### src/rtl/seq_alu.sv
// Registered ALU with valid/ready handshakes on operand and result sides.
// Single-cycle ADD/SUB/AND/NOT/OR/XOR/SHL plus a shift-add multiply taking WIDTH cycles.
//
// state | meaning
// IDLE  | waiting for an operation; in_ready high
// BUSY  | iterative multiply, one multiplier bit per cycle
// DONE  | result and flags presented until out_ready
module seq_alu #(
    parameter int WIDTH = 16,
    parameter int SHW   = $clog2(WIDTH)
) (
    input  logic             clk,
    input  logic             reset_n,
    input  logic             in_valid,
    output logic             in_ready,
    input  logic [WIDTH-1:0] Ain,
    input  logic [WIDTH-1:0] Bin,
    input  logic [2:0]       ALUop,
    output logic             out_valid,
    input  logic             out_ready,
    output logic [WIDTH-1:0] out,
    output logic [2:0]       Z
);

    localparam logic [1:0] S_IDLE = 2'd0;
    localparam logic [1:0] S_BUSY = 2'd1;
    localparam logic [1:0] S_DONE = 2'd2;

    localparam logic [2:0] OP_ADD = 3'b000;
    localparam logic [2:0] OP_SUB = 3'b001;
    localparam logic [2:0] OP_AND = 3'b010;
    localparam logic [2:0] OP_NOT = 3'b011;
    localparam logic [2:0] OP_OR  = 3'b100;
    localparam logic [2:0] OP_XOR = 3'b101;
    localparam logic [2:0] OP_SHL = 3'b110;
    localparam logic [2:0] OP_MUL = 3'b111;

    logic [1:0]       state_q, state_d;
    logic [WIDTH-1:0] a_q, a_d;
    logic [WIDTH-1:0] b_q, b_d;
    logic [WIDTH-1:0] acc_q, acc_d;
    logic [SHW-1:0]   cnt_q, cnt_d;
    logic [WIDTH-1:0] out_q, out_d;
    logic [2:0]       z_q, z_d;
    logic             valid_q, valid_d;

    logic [WIDTH-1:0] sum, diff, shl_res, alu_res;
    logic [WIDTH-1:0] mul_sum, mul_next;
    logic [SHW-1:0]   shamt;
    logic             shl_oor, alu_v, mul_last;

    function automatic logic [2:0] flags(input logic [WIDTH-1:0] r, input logic v);
        return {r[WIDTH-1], v, (r == '0)};
    endfunction

    assign sum   = Ain + Bin;
    assign diff  = Ain - Bin;
    assign shamt = Bin[SHW-1:0];

    // Out-of-range shifts (high Bin bits set, or amount >= WIDTH) yield zero
    assign shl_oor = (|(Bin >> SHW)) || ({{(32-SHW){1'b0}}, shamt} >= 32'(WIDTH));
    assign shl_res = shl_oor ? '0 : (Ain << shamt);

    always_comb begin
        alu_res = sum;
        alu_v   = (Ain[WIDTH-1] == Bin[WIDTH-1]) && (sum[WIDTH-1] != Ain[WIDTH-1]);
        case (ALUop)
            OP_SUB: begin
                alu_res = diff;
                alu_v   = (Ain[WIDTH-1] != Bin[WIDTH-1]) && (diff[WIDTH-1] != Ain[WIDTH-1]);
            end
            OP_AND: begin alu_res = Ain & Bin; alu_v = 1'b0; end
            OP_NOT: begin alu_res = ~Bin;      alu_v = 1'b0; end
            OP_OR:  begin alu_res = Ain | Bin; alu_v = 1'b0; end
            OP_XOR: begin alu_res = Ain ^ Bin; alu_v = 1'b0; end
            OP_SHL: begin alu_res = shl_res;   alu_v = 1'b0; end
            default: ;
        endcase
    end

    assign mul_sum  = acc_q + (a_q << cnt_q);
    assign mul_next = b_q[cnt_q] ? mul_sum : acc_q;
    assign mul_last = (cnt_q == SHW'(WIDTH - 1));

    always_comb begin
        state_d = state_q;
        a_d     = a_q;
        b_d     = b_q;
        acc_d   = acc_q;
        cnt_d   = cnt_q;
        out_d   = out_q;
        z_d     = z_q;
        valid_d = valid_q;
        case (state_q)
            S_IDLE: begin
                if (in_valid) begin
                    a_d = Ain;
                    b_d = Bin;
                    if (ALUop == OP_MUL) begin
                        acc_d   = '0;
                        cnt_d   = '0;
                        state_d = S_BUSY;
                    end else begin
                        out_d   = alu_res;
                        z_d     = flags(alu_res, alu_v);
                        valid_d = 1'b1;
                        state_d = S_DONE;
                    end
                end
            end
            S_BUSY: begin
                if (mul_last) begin
                    out_d   = mul_next;
                    z_d     = flags(mul_next, 1'b0);
                    valid_d = 1'b1;
                    state_d = S_DONE;
                end else begin
                    acc_d = mul_next;
                    cnt_d = cnt_q + 1'b1;
                end
            end
            S_DONE: begin
                if (out_ready) begin
                    valid_d = 1'b0;
                    state_d = S_IDLE;
                end
            end
            default: begin
                valid_d = 1'b0;
                state_d = S_IDLE;
            end
        endcase
    end

    always_ff @(posedge clk or negedge reset_n) begin
        if (!reset_n) begin
            state_q <= S_IDLE;
            a_q     <= '0;
            b_q     <= '0;
            acc_q   <= '0;
            cnt_q   <= '0;
            out_q   <= '0;
            z_q     <= '0;
            valid_q <= 1'b0;
        end else begin
            state_q <= state_d;
            a_q     <= a_d;
            b_q     <= b_d;
            acc_q   <= acc_d;
            cnt_q   <= cnt_d;
            out_q   <= out_d;
            z_q     <= z_d;
            valid_q <= valid_d;
        end
    end

    assign in_ready  = (state_q == S_IDLE);
    assign out_valid = valid_q;
    assign out       = out_q;
    assign Z         = z_q;

endmodule

### config.mk
export PLATFORM = sky130hd
export DESIGN_NAME = seq_alu
export DESIGN_NICKNAME = d
export VERILOG_FILES = /design/src/rtl/seq_alu.sv
export SDC_FILE = /design/constraint.sdc
export NUM_CORES = 1
export LEC_CHECK = 0
export BUFFER_PORTS_ARGS = -buffer_cell sky130_fd_sc_hd__buf_2
export CAP_MARGIN = 20
export CORE_MARGIN = 2
export CORE_UTILIZATION = 60
export CTS_CLUSTER_SIZE = 24
export DETAILED_ROUTE_END_ITERATION = 6
export PLACE_DENSITY = 0.79
export SYNTH_ARGS = -nofsm -noshare
export SYNTH_HDL_FRONTEND = slang
export SYNTH_SLANG_ARGS = --single-unit
### constraint.sdc
create_clock -name clk -period 4.45 [get_ports clk]
set_input_delay 0.445 -clock clk [delete_from_list [all_inputs] [get_ports clk]]
set_output_delay 0.445 -clock clk [all_outputs]
set_load 0.05 [all_outputs]
Word-level counts from Yosys, hierarchy flattened
Cells that the tools add are included.
{"block": "totals", "wordCells": 84, "reg_bits": 74}
{"block": "op_classes", "n_mux": 32, "bitwise_logic": 4, "n_lt_le_gt_ge": 1, "n_reduce_logical": 13, "shifts": 2, "n_eq_ne": 20, "add_sub_neg": 4}
{"cell": "$mux W16", "n": 8}
{"cell": "$pmux W16 S6", "n": 1}
{"cell": "$pmux W16 S2", "n": 2}
{"cell": "$add A16 B16 Y16", "n": 2}
{"cell": "$logic_not A16 Y1", "n": 2}
{"cell": "$shl A16 B4 Y16", "n": 2}
{"cell": "$and A16 B16 Y16", "n": 1}
{"cell": "$not A16 Y16", "n": 1}
{"cell": "$or A16 B16 Y16", "n": 1}
{"cell": "$sub A16 B16 Y16", "n": 1}
{"cell": "$xor A16 B16 Y16", "n": 1}
{"cell": "$eq A3 B3 Y1 const B", "n": 4}
{"cell": "$mux W4", "n": 3}
{"cell": "$reduce_and A4 Y1", "n": 3}
{"cell": "$reduce_or A12 Y1", "n": 1}
{"cell": "$ne A2 B2 Y1 const B", "n": 5}
{"cell": "$mux W3", "n": 3}
{"cell": "$mux W2", "n": 4}
{"cell": "$pmux W4 S2", "n": 1}
{"cell": "$eq A3 B2 Y1 const B", "n": 2}
{"cell": "$pmux W2 S3", "n": 1}
{"cell": "$pmux W3 S2", "n": 1}
{"cell": "$lt A4 B5 Y1 const B", "n": 1}
{"cell": "$mux W1", "n": 5}
{"cell": "17 further kinds", "n": 20}

Longest topological paths before layout
Gate-level depths: netlist of the first run.
{"block": "logic_depth", "depth_word": 7, "ltp_mapped": 18}

Least setup slack after synthesis of the first run
Ideal clock, no wire load.
{"block": "synth_path", "kind": "reg2reg", "from": "register cnt_q[0]", "to": "register z_q[0], in the netlist Z[0]", "t_arrival_ps": 3634, "period_less_slack_ps": 3721, "setup_slack_ps": 729, "stages_incl_launch_ff": 18, "cell_sequence": "dfrtp_1 buf_4 buf_4 buf_1 inv_1 nand3b_1 nor3_1 ha_1 fa_1 a211oi_1 o21bai_1 a21oi_1 xnor2_1 or4_1 nor4_1 o21a_1 nand4_1 o211ai_1"}
{"block": "synth_via", "elab_chain_len": 6}
{"element": "start, declared", "line_no": "42", "rtl": "logic [SHW-1:0] cnt_q, cnt_d;"}
{"element": "start signal, assigned", "line_no": "150", "rtl": "cnt_q <= cnt_d;"}
{"element": "$shl A16 B4 Y16 or $bmux W1 S4 (tied branches)", "line_no": "81, 82"}
{"element": "$add A16 B16 Y16 or $mux W1 (tied branches)", "line_no": "81, 82"}
{"element": "$mux W16", "line_no": "82", "rtl": "assign mul_next = b_q[cnt_q] ? mul_sum : acc_q;"}
{"element": "$logic_not A16 Y1", "line_no": "53", "rtl": "return {r[WIDTH-1], v, (r == '0)};"}
{"element": "$mux W3", "line_no": "112", "rtl": "if (mul_last) begin"}
{"element": "$pmux W3 S2", "line_no": "94", "rtl": "case (state_q)"}
{"element": "end signal, assigned", "line_no": "152", "rtl": "z_q <= z_d;"}
{"element": "end, declared", "line_no": "44", "rtl": "logic [2:0] z_q, z_d;"}
Parallel ways exist; a longest one is shown, timed or not. The select of a mux whose other input is x is not followed.
A chain may end at the register's enable or synchronous reset.

Worst setup path in the final report of the first run
Ends and elaborated chain as after synthesis.

==> reports/metrics.cfg, run 1 <==
[floorplan]
fp.dieW_um=121
core_region_area_sq_mm=0.0133
initial_core_util_pct=61.7
core.rowCount=42
io_pins=60
die_area_sq_mm=0.0147
fp.dieH_um=121

[setup_path]
setup.worst_path.class=register to register
worstSetupEndpointType=register
setup.reg_to_reg.worst_slack_ps=420
worst-endpoint-arrival_ps=4280
worst_r2r_path_depth=15
timing.critical_path.required_ps=4710
timing.critical_path.from_type=register
largest_fanout_on_the_critical_path=14
critical_path.reg2reg.endpoint=Z[0]
r2r-start=cnt_q[0]

[synthesis]
yosysWarnings=0
cell_area_synth_sq_mm=0.00824
netlist_instances=962
postSynthRegisterBits=73
synth-xor-area-share_pct=2.55
commonest_cells_post_synth=sky130_fd_sc_hd__nand2_1 (85), sky130_fd_sc_hd__dfrtp_1 (73), sky130_fd_sc_hd__nor2_1 (73)
post_synth_fa_ha_maj_area_fraction_pct=10.4
area_share_of_the_largest_cell_type_after_synthesis_pct=22.2
post_synth_and_or_nand_nor_area_fraction_pct=17.3
synth-seq-area-share_pct=22.2
synth_area_per_cell_sq_um=8.56
synthDistinctLibCells=88
synth_compound_area_share_pct=24.3
synth.net_count=1068
synth_mux_area_share_pct=16.8
combinational_family_with_the_most_area_after_synthesis=compound AO/OA/AOI/OAI gates
synth-main-ff-cell=sky130_fd_sc_hd__dfrtp_1
synth_async_sr_flop_share_pct=100
synth_edf_count=0
synth_largest_area_cell=sky130_fd_sc_hd__dfrtp_1
cell_types_with_the_largest_area_share_after_synthesis=sky130_fd_sc_hd__dfrtp_1 (22%), sky130_fd_sc_hd__ha_1 (9.7%), sky130_fd_sc_hd__mux2_2 (6.7%)
synth.most_common_cell=sky130_fd_sc_hd__nand2_1

[cells_and_area]
post_route_cells_drive_above_1_share_pct=19.1
finish.utilization_pct=66.5
fin_nets=1091
layout.cells.non_filler=1166
number_of_inserted_diodes=0
final_design_area_no_fill_sq_mm=0.00887
area_growth_from_synthesis_to_layout_pct=7.68

[power_and_ir_drop]
power_frac_clock_pct=13.2
power.total_mw=5.82
pwr_density_cell_mw_per_mm2=656
pwr-share-comb_pct=65.3
power.switching_fraction_pct=49.3
seqPwrFrac_pct=21.4
ir_drop_uv=409
cell_internal_pwr_mw=2.95
power_switching_mw=2.87
power_leakage_nw=3.84

[route]
postRouteAntennaNets=0
routedWlPerCell_um=21.8
finalWirelength_um=25400
drt_first_iter_violations=903
num_vias=7837
drt_drc_violations_left=0
vias_per_cell=6.72
dr.pass1.iters=6

[sta]
fmaxAchievable_mhz=248
setup_viol_count_final=0
report.final.hold_viol_count=0
unrepaired_setup_endpoints_after_global_routing=no
tightestPinTransition_ps=925
period_utilisation_layout_pct=90.5
slew_headroom_pct=38.3
min_period_ps=4030
total_negative_setup_slack_ps=0
final.setup_skew_ps=5.51
slew_violations=0

[placed_design]
detailed_place.area_sq_mm=0.00856
placer_congestion=1.01
dpl.hpwl_um=19500
port-buffer-count=59
dp.cells=1150

[clock_network]
cts_buffer_count=9
cts.sink_count=73
clock_latency_ps=340
htreeDepth=3
postCtsSetupBuffers=0
cts.reportedPaths.clkPinSlew_ps=60
hold_buffers=0
cts_root_buf=sky130_fd_sc_hd__clkbuf_16
cts_max_path_buffers=2
tritoncts=done
ctsResizeCount=0

[global_route]
gr-total-overflow=0
grt_max_degree=74
first_global_vias=7303
grt_pass1_wl_um=40000
gr-usage-all-layers_pct=35.2
initial_antenna_violation_count=0

[worst_hold_path]
hold_path_class=primary input to asynchronous set/reset pin

[outcome]
run_status=finished, final reports clean

[flow_run]
drv.max_cap_violation_count=0

==> worst max path at each step <==
stage | from | end | slack [ps] | depth (start not counted)
6_report | cnt_q[0] | Z[0] | 420 | 15
5_1_grt | cnt_q[0] | Z[0] | 30 | 16
4_1_cts | cnt_q[0] | Z[0] | 470 | 15
3_5_place_dp | cnt_q[0] | Z[0] | 530 | 15
3_3_place_gp | cnt_q[0] | Z[0] | 740 | 15
2_1_floorplan | cnt_q[0] | Z[0] | 730 | 17
==> logic make-up after synthesis <==
group,count (synthesis)
XOR/XNOR,24
AO/OA/AOI/OAI,282
buffers and inverters,120
adder cells (fa/ha/maj),67
AND/OR/NAND/NOR,290
flip-flops,73
multiplexers,106
==> metrics by stage <==
| step | hold slack [ps] | worst slack, ps |
|---|---|---|
| floorplan | 149 | 729 |
| global placement | 456 | 740 |
| detailed placement | 462 | 534 |
| CTS | 273 | 472 |
| global route | 330 | 30.8 |
| finish | 242 | 424 |
==> critical path, cell delays in order (launching register included) <==
cell and delay [ps]:
sky130_fd_sc_hd__dfrtp_1 720, sky130_fd_sc_hd__buf_4 350, sky130_fd_sc_hd__mux2i_1 290, sky130_fd_sc_hd__a211oi_1 110, sky130_fd_sc_hd__a211oi_1 230, sky130_fd_sc_hd__a21oi_1 100, sky130_fd_sc_hd__ha_1 330, sky130_fd_sc_hd__or2_2 300
sky130_fd_sc_hd__a21oi_1 250, sky130_fd_sc_hd__a21oi_1 80, sky130_fd_sc_hd__a31oi_1 180, sky130_fd_sc_hd__xnor2_1 80, sky130_fd_sc_hd__mux2_2 290, sky130_fd_sc_hd__nor4_1 340, sky130_fd_sc_hd__nand4_1 170, sky130_fd_sc_hd__o211ai_1 110
==> power by group through the flow <==
stage,Sequential [mW],Clock (mW),Combinational [mW]
CTS,1.24,0.775,3.74
global placement,1.24,0,3.65
detailed placement,1.25,0,3.71
global route,1.29,0.803,4.13
floorplan,1.41,0,2.67
finish,1.25,0.771,3.80
==> flip-flops by register name, indices dropped and copies added, names as in the netlist <==
name and count:
Z 2, a_q 16, acc_q 16, b_q 16, cnt_q 4, out 16
out_valid 1, state_q 2
==> placed cells by master (no fill, tap or decap), types with 4 or more instances in the layout <==
cell type / Yosys / routed
sky130_fd_sc_hd__or2_2: 4 / 4
sky130_fd_sc_hd__nor2b_1: 12 / 12
sky130_fd_sc_hd__and2_1: 7 / 7
sky130_fd_sc_hd__nand2_1: 85 / 85
sky130_fd_sc_hd__a31oi_1: 7 / 7
sky130_fd_sc_hd__dfrtp_1: 73 / 73
sky130_fd_sc_hd__a22oi_1: 9 / 9
sky130_fd_sc_hd__a21o_1: 11 / 11
sky130_fd_sc_hd__o31ai_1: 10 / 10
sky130_fd_sc_hd__and3_1: 7 / 7
sky130_fd_sc_hd__inv_1: 52 / 52
sky130_fd_sc_hd__nand4_1: 6 / 6
sky130_fd_sc_hd__o21ai_1: 7 / 7
sky130_fd_sc_hd__a22o_1: 5 / 5
sky130_fd_sc_hd__buf_4: 3 / 17
sky130_fd_sc_hd__o211ai_1: 11 / 11
sky130_fd_sc_hd__nand2b_1: 9 / 9
sky130_fd_sc_hd__o21a_1: 7 / 7
sky130_fd_sc_hd__mux4_2: 21 / 21
sky130_fd_sc_hd__mux2i_1: 36 / 36
sky130_fd_sc_hd__o221ai_1: 10 / 10
sky130_fd_sc_hd__nor3_1: 26 / 26
sky130_fd_sc_hd__a21oi_1: 69 / 69
sky130_fd_sc_hd__nor2_1: 73 / 73
sky130_fd_sc_hd__o22ai_1: 11 / 11
sky130_fd_sc_hd__clkbuf_16: 0 / 9
sky130_fd_sc_hd__xnor2_1: 22 / 22
sky130_fd_sc_hd__o21ai_0: 46 / 46
sky130_fd_sc_hd__nor3b_1: 5 / 5
sky130_fd_sc_hd__nand3b_1: 4 / 4
sky130_fd_sc_hd__nor4_1: 11 / 11
sky130_fd_sc_hd__nand3_1: 16 / 16
sky130_fd_sc_hd__o21bai_1: 8 / 8
sky130_fd_sc_hd__or3_1: 8 / 8
sky130_fd_sc_hd__ha_1: 64 / 64
sky130_fd_sc_hd__mux2_2: 49 / 49
sky130_fd_sc_hd__buf_2: 17 / 58
sky130_fd_sc_hd__a211oi_1: 18 / 18
==> area by class of cell <==
| cell class | count | area (sq um) |
|---|---|---|
| flip-flops and latches | 73 | 1830 |
| clock buffers | 11 | 233 |
| clock inverters | 5 | 80.1 |
| repair buffers | 75 | 418 |
| multi-input cells | 769 | 5880 |
| well taps | 176 | 220 |
| fillers | 1157 | 4480 |
| inverters | 57 | 214 |
==> layer usage <==
layer	vias to the layer above	track usage, %	wire (um)
li1	3611	-	-
met1	3770	50.5	11200
met2	403	53.4	11300
met3	53	7.33	2300
met4	0	11.1	667
met5	-	0	0
(Power assumes the default switching activity.)
==> run 2: changes to the inputs <==
--- a/config.mk
+++ b/config.mk
@@ -7,11 +7,14 @@
 export LEC_CHECK = 0
 export BUFFER_PORTS_ARGS = -buffer_cell sky130_fd_sc_hd__buf_2
 export CAP_MARGIN = 20
+export CELL_PAD_IN_SITES_DETAIL_PLACEMENT = 1
+export CELL_PAD_IN_SITES_GLOBAL_PLACEMENT = 2
 export CORE_MARGIN = 2
-export CORE_UTILIZATION = 60
+export CORE_UTILIZATION = 38
+export CTS_CLUSTER_DIAMETER = 150
 export CTS_CLUSTER_SIZE = 24
 export DETAILED_ROUTE_END_ITERATION = 6
-export PLACE_DENSITY = 0.79
+export PLACE_DENSITY = 0.81
 export SYNTH_ARGS = -nofsm -noshare
 export SYNTH_HDL_FRONTEND = slang
 export SYNTH_SLANG_ARGS = --single-unit
==> run 2 against run 1 <==
Effect of this change:
- final area rose by 1.5%
- global-route usage fell by 8.3 points
- critical path depth fell by 1
- critical path type unchanged
==> reports/metrics.cfg, run 2 (synthesis gave the netlist of run 1 again) <==
[clock_network]
cts.reportedPaths.clkPinSlew_ps=60  ; about the same
hold_buffers=0  ; unchanged
cts_max_path_buffers=2  ; unchanged
tritoncts=done  ; unchanged
cts_root_buf=sky130_fd_sc_hd__clkbuf_16  ; unchanged
cts.sink_count=73  ; unchanged
cts_buffer_count=9  ; unchanged
postCtsSetupBuffers=0  ; unchanged
htreeDepth=3  ; unchanged
clock_latency_ps=340  ; about the same
ctsResizeCount=0  ; unchanged

[route]
drt_first_iter_violations=528  ; was 903
routedWlPerCell_um=23.7  ; was 21.8 um
drt_drc_violations_left=0  ; unchanged
num_vias=7743  ; was 7837
vias_per_cell=6.11  ; was 6.72
finalWirelength_um=30000  ; was 25400 um
dr.pass1.iters=5  ; was 6
postRouteAntennaNets=0  ; unchanged

[global_route]
gr-total-overflow=0  ; unchanged
first_global_vias=7723  ; was 7303
grt_max_degree=74  ; unchanged
global_route.usage.met2_pct=43.3  ; was 53.4%
grt_pass1_wl_um=46600  ; was 40000 um
initial_antenna_violation_count=1  ; was 0
met1_usage_pct=38.3  ; was 50.5%
gr-usage-all-layers_pct=26.9  ; was 35.2%
grtUsageMet3_pct=3.95  ; was 7.33%
most_congested_layer_reported_by_global_routing=met2  ; unchanged

[cells_and_area]
final-seq-area_sq_mm=0.00183  ; unchanged
layout.filler_cells=2516  ; was 1157
layout.cells.non_filler=1267  ; was 1166
fin_nets=1093  ; was 1091
most_common_cell_after_layout_fill_and_taps_aside=sky130_fd_sc_hd__nand2_1  ; unchanged
post_route_cells_drive_above_1_share_pct=19.5  ; was 19.1%
area_growth_from_synthesis_to_layout_pct=9.29  ; was 7.68%
multi_input_comb_area_sq_mm=0.00588  ; unchanged
mostFrequentLayoutCells=sky130_fd_sc_hd__nand2_1 (85), sky130_fd_sc_hd__dfrtp_1 (73), sky130_fd_sc_hd__nor2_1 (73)  ; unchanged
number_of_inserted_diodes=0  ; unchanged

[power_and_ir_drop]
power_frac_clock_pct=12.7  ; was 13.2%
pwr_density_cell_mw_per_mm2=657  ; was 656 mW/mm^2
ir_drop_uv=256  ; was 409 uV
cell_internal_pwr_mw=2.92  ; was 2.95 mW
pwr-share-comb_pct=65.6  ; was 65.3%
power_leakage_nw=3.85  ; was 3.84 nW
seqPwrFrac_pct=21.7  ; was 21.4%
power.switching_fraction_pct=50.7  ; was 49.3%
power_switching_mw=3.00  ; was 2.87 mW
power.total_mw=5.92  ; was 5.82 mW

[sta]
holdWs_ps=231  ; was 242 ps
slew_headroom_pct=35.5  ; was 38.3%
slew_violations=0  ; unchanged
min_period_ps=3870  ; was 4030 ps
final.setup_skew_ps=10.7  ; was 5.51 ps
total_negative_setup_slack_ps=0  ; unchanged
fmaxAchievable_mhz=259  ; was 248 MHz
report.final.hold_viol_count=0  ; unchanged
period_utilisation_layout_pct=86.9  ; was 90.5%
tightestPinTransition_ps=966  ; was 925 ps
unrepaired_setup_endpoints_after_global_routing=no  ; unchanged
setup_viol_count_final=0  ; unchanged

[flow_run]
drv.max_cap_violation_count=0  ; unchanged

[setup_path]
worstSetupEndpointType=register  ; unchanged
worst-endpoint-arrival_ps=4090  ; was 4280 ps
critical_path.reg2reg.endpoint=out[15]  ; was Z[0]
setup.reg_to_reg.worst_slack_ps=580  ; was 420 ps
critical_path.startpoint=cnt_q[0]  ; unchanged
timing.critical_path.from_type=register  ; unchanged
crit_path_end=out[15]  ; was Z[0]
largest_fanout_on_the_critical_path=14  ; unchanged
r2r-start=cnt_q[0]  ; unchanged
timing.critical_path.required_ps=4670  ; was 4710 ps
worst_r2r_path_depth=14  ; was 15
setup.worst_path.class=register to register  ; unchanged

[floorplan]
initial_core_util_pct=38.9  ; was 61.7%
core_region_area_sq_mm=0.0212  ; was 0.0133 sq mm
io_pins=60  ; unchanged
die_area_sq_mm=0.0229  ; was 0.0147 sq mm
core.rowCount=53  ; was 42
fp.dieW_um=151  ; was 121 um
fp.dieH_um=151  ; was 121 um

[placed_design]
dpl.hpwl_um=23400  ; was 19500 um
port-buffer-count=59  ; unchanged
placer_congestion=0.962  ; was 1.01
dp.cells=1251  ; was 1150

[worst_hold_path]
hold_path_class=primary input to asynchronous set/reset pin  ; unchanged

[outcome]
run_status=finished, final reports clean  ; unchanged

## run 2: cell types whose count changed in the layout (fill, tap and decap cells not counted), sizes merged
cell,before,now
buf,75,77
bufinv,2,1
clkbuf,11,10
clkinv,3,5
## run 2: power by group through the flow
| stage | logic, mW | clock network [mW] | registers, mW |
|---|---|---|---|
| finish | 3.89 | 0.750 | 1.28 |
| global route | 4.24 | 0.789 | 1.33 |
| CTS | 3.87 | 0.754 | 1.28 |
| detailed placement | 3.85 | 0 | 1.29 |
| global placement | 3.78 | 0 | 1.28 |
| floorplan | 2.67 | 0 | 1.41 |
## run 2: worst min-delay path by stage
stage                 to  slack, ps  depth (start not counted)
2_1_floorplan       Z[0]        150                          0
3_3_place_gp   out_valid        460                          2
3_5_place_dp     out[14]        460                          1
4_1_cts           out[8]        280                          1
5_1_grt          out[14]        320                          1
6_report          out[8]        230                          1
## run 2: layout make-up
class | instances | area share [%]
clock buffer | 10 | 2.65
clock inverter | 6 | 0.750
inverter | 57 | 2.38
multi-input combinational | 769 | 65.3
sequential | 73 | 20.3
tap | 275 | 3.82
timing repair buffer | 77 | 4.81
## run 2: layer usage
metal  part of all wire [%]  routed length [um]  vias to the layer above
li1                       -                   -                     3619
met1                     48               14300                     3870
met2                     46               13700                      222
met3                    4.9                1470                       32
met4                    2.0                 587                        0
met5                      0                   0                        -
## run 2: worst max-delay path: stages, from the launching register on
cell,delay [ps]
sky130_fd_sc_hd__dfrtp_1,600
sky130_fd_sc_hd__buf_4,330
sky130_fd_sc_hd__mux4_2,550
sky130_fd_sc_hd__mux2i_1,230
sky130_fd_sc_hd__o22ai_1,170
sky130_fd_sc_hd__ha_1,260
sky130_fd_sc_hd__nor3_1,360
sky130_fd_sc_hd__nand2_1,100
sky130_fd_sc_hd__nor2_1,140
sky130_fd_sc_hd__o211ai_1,130
sky130_fd_sc_hd__nand3_1,90
sky130_fd_sc_hd__nor3b_1,230
sky130_fd_sc_hd__xnor2_1,210
sky130_fd_sc_hd__nor3_1,80
sky130_fd_sc_hd__a221o_1,260
## run 2: metrics by stage
step	instance area (sq um)	setup WS, ps	util (%)
2_1_floorplan	8240	729	-
3_3_place_gp	8700	507	41.1
3_5_place_dp	8700	519	41.1
4_1_cts	9000	575	42.6
5_1_grt	9000	251	42.6
6_report	9000	583	42.6
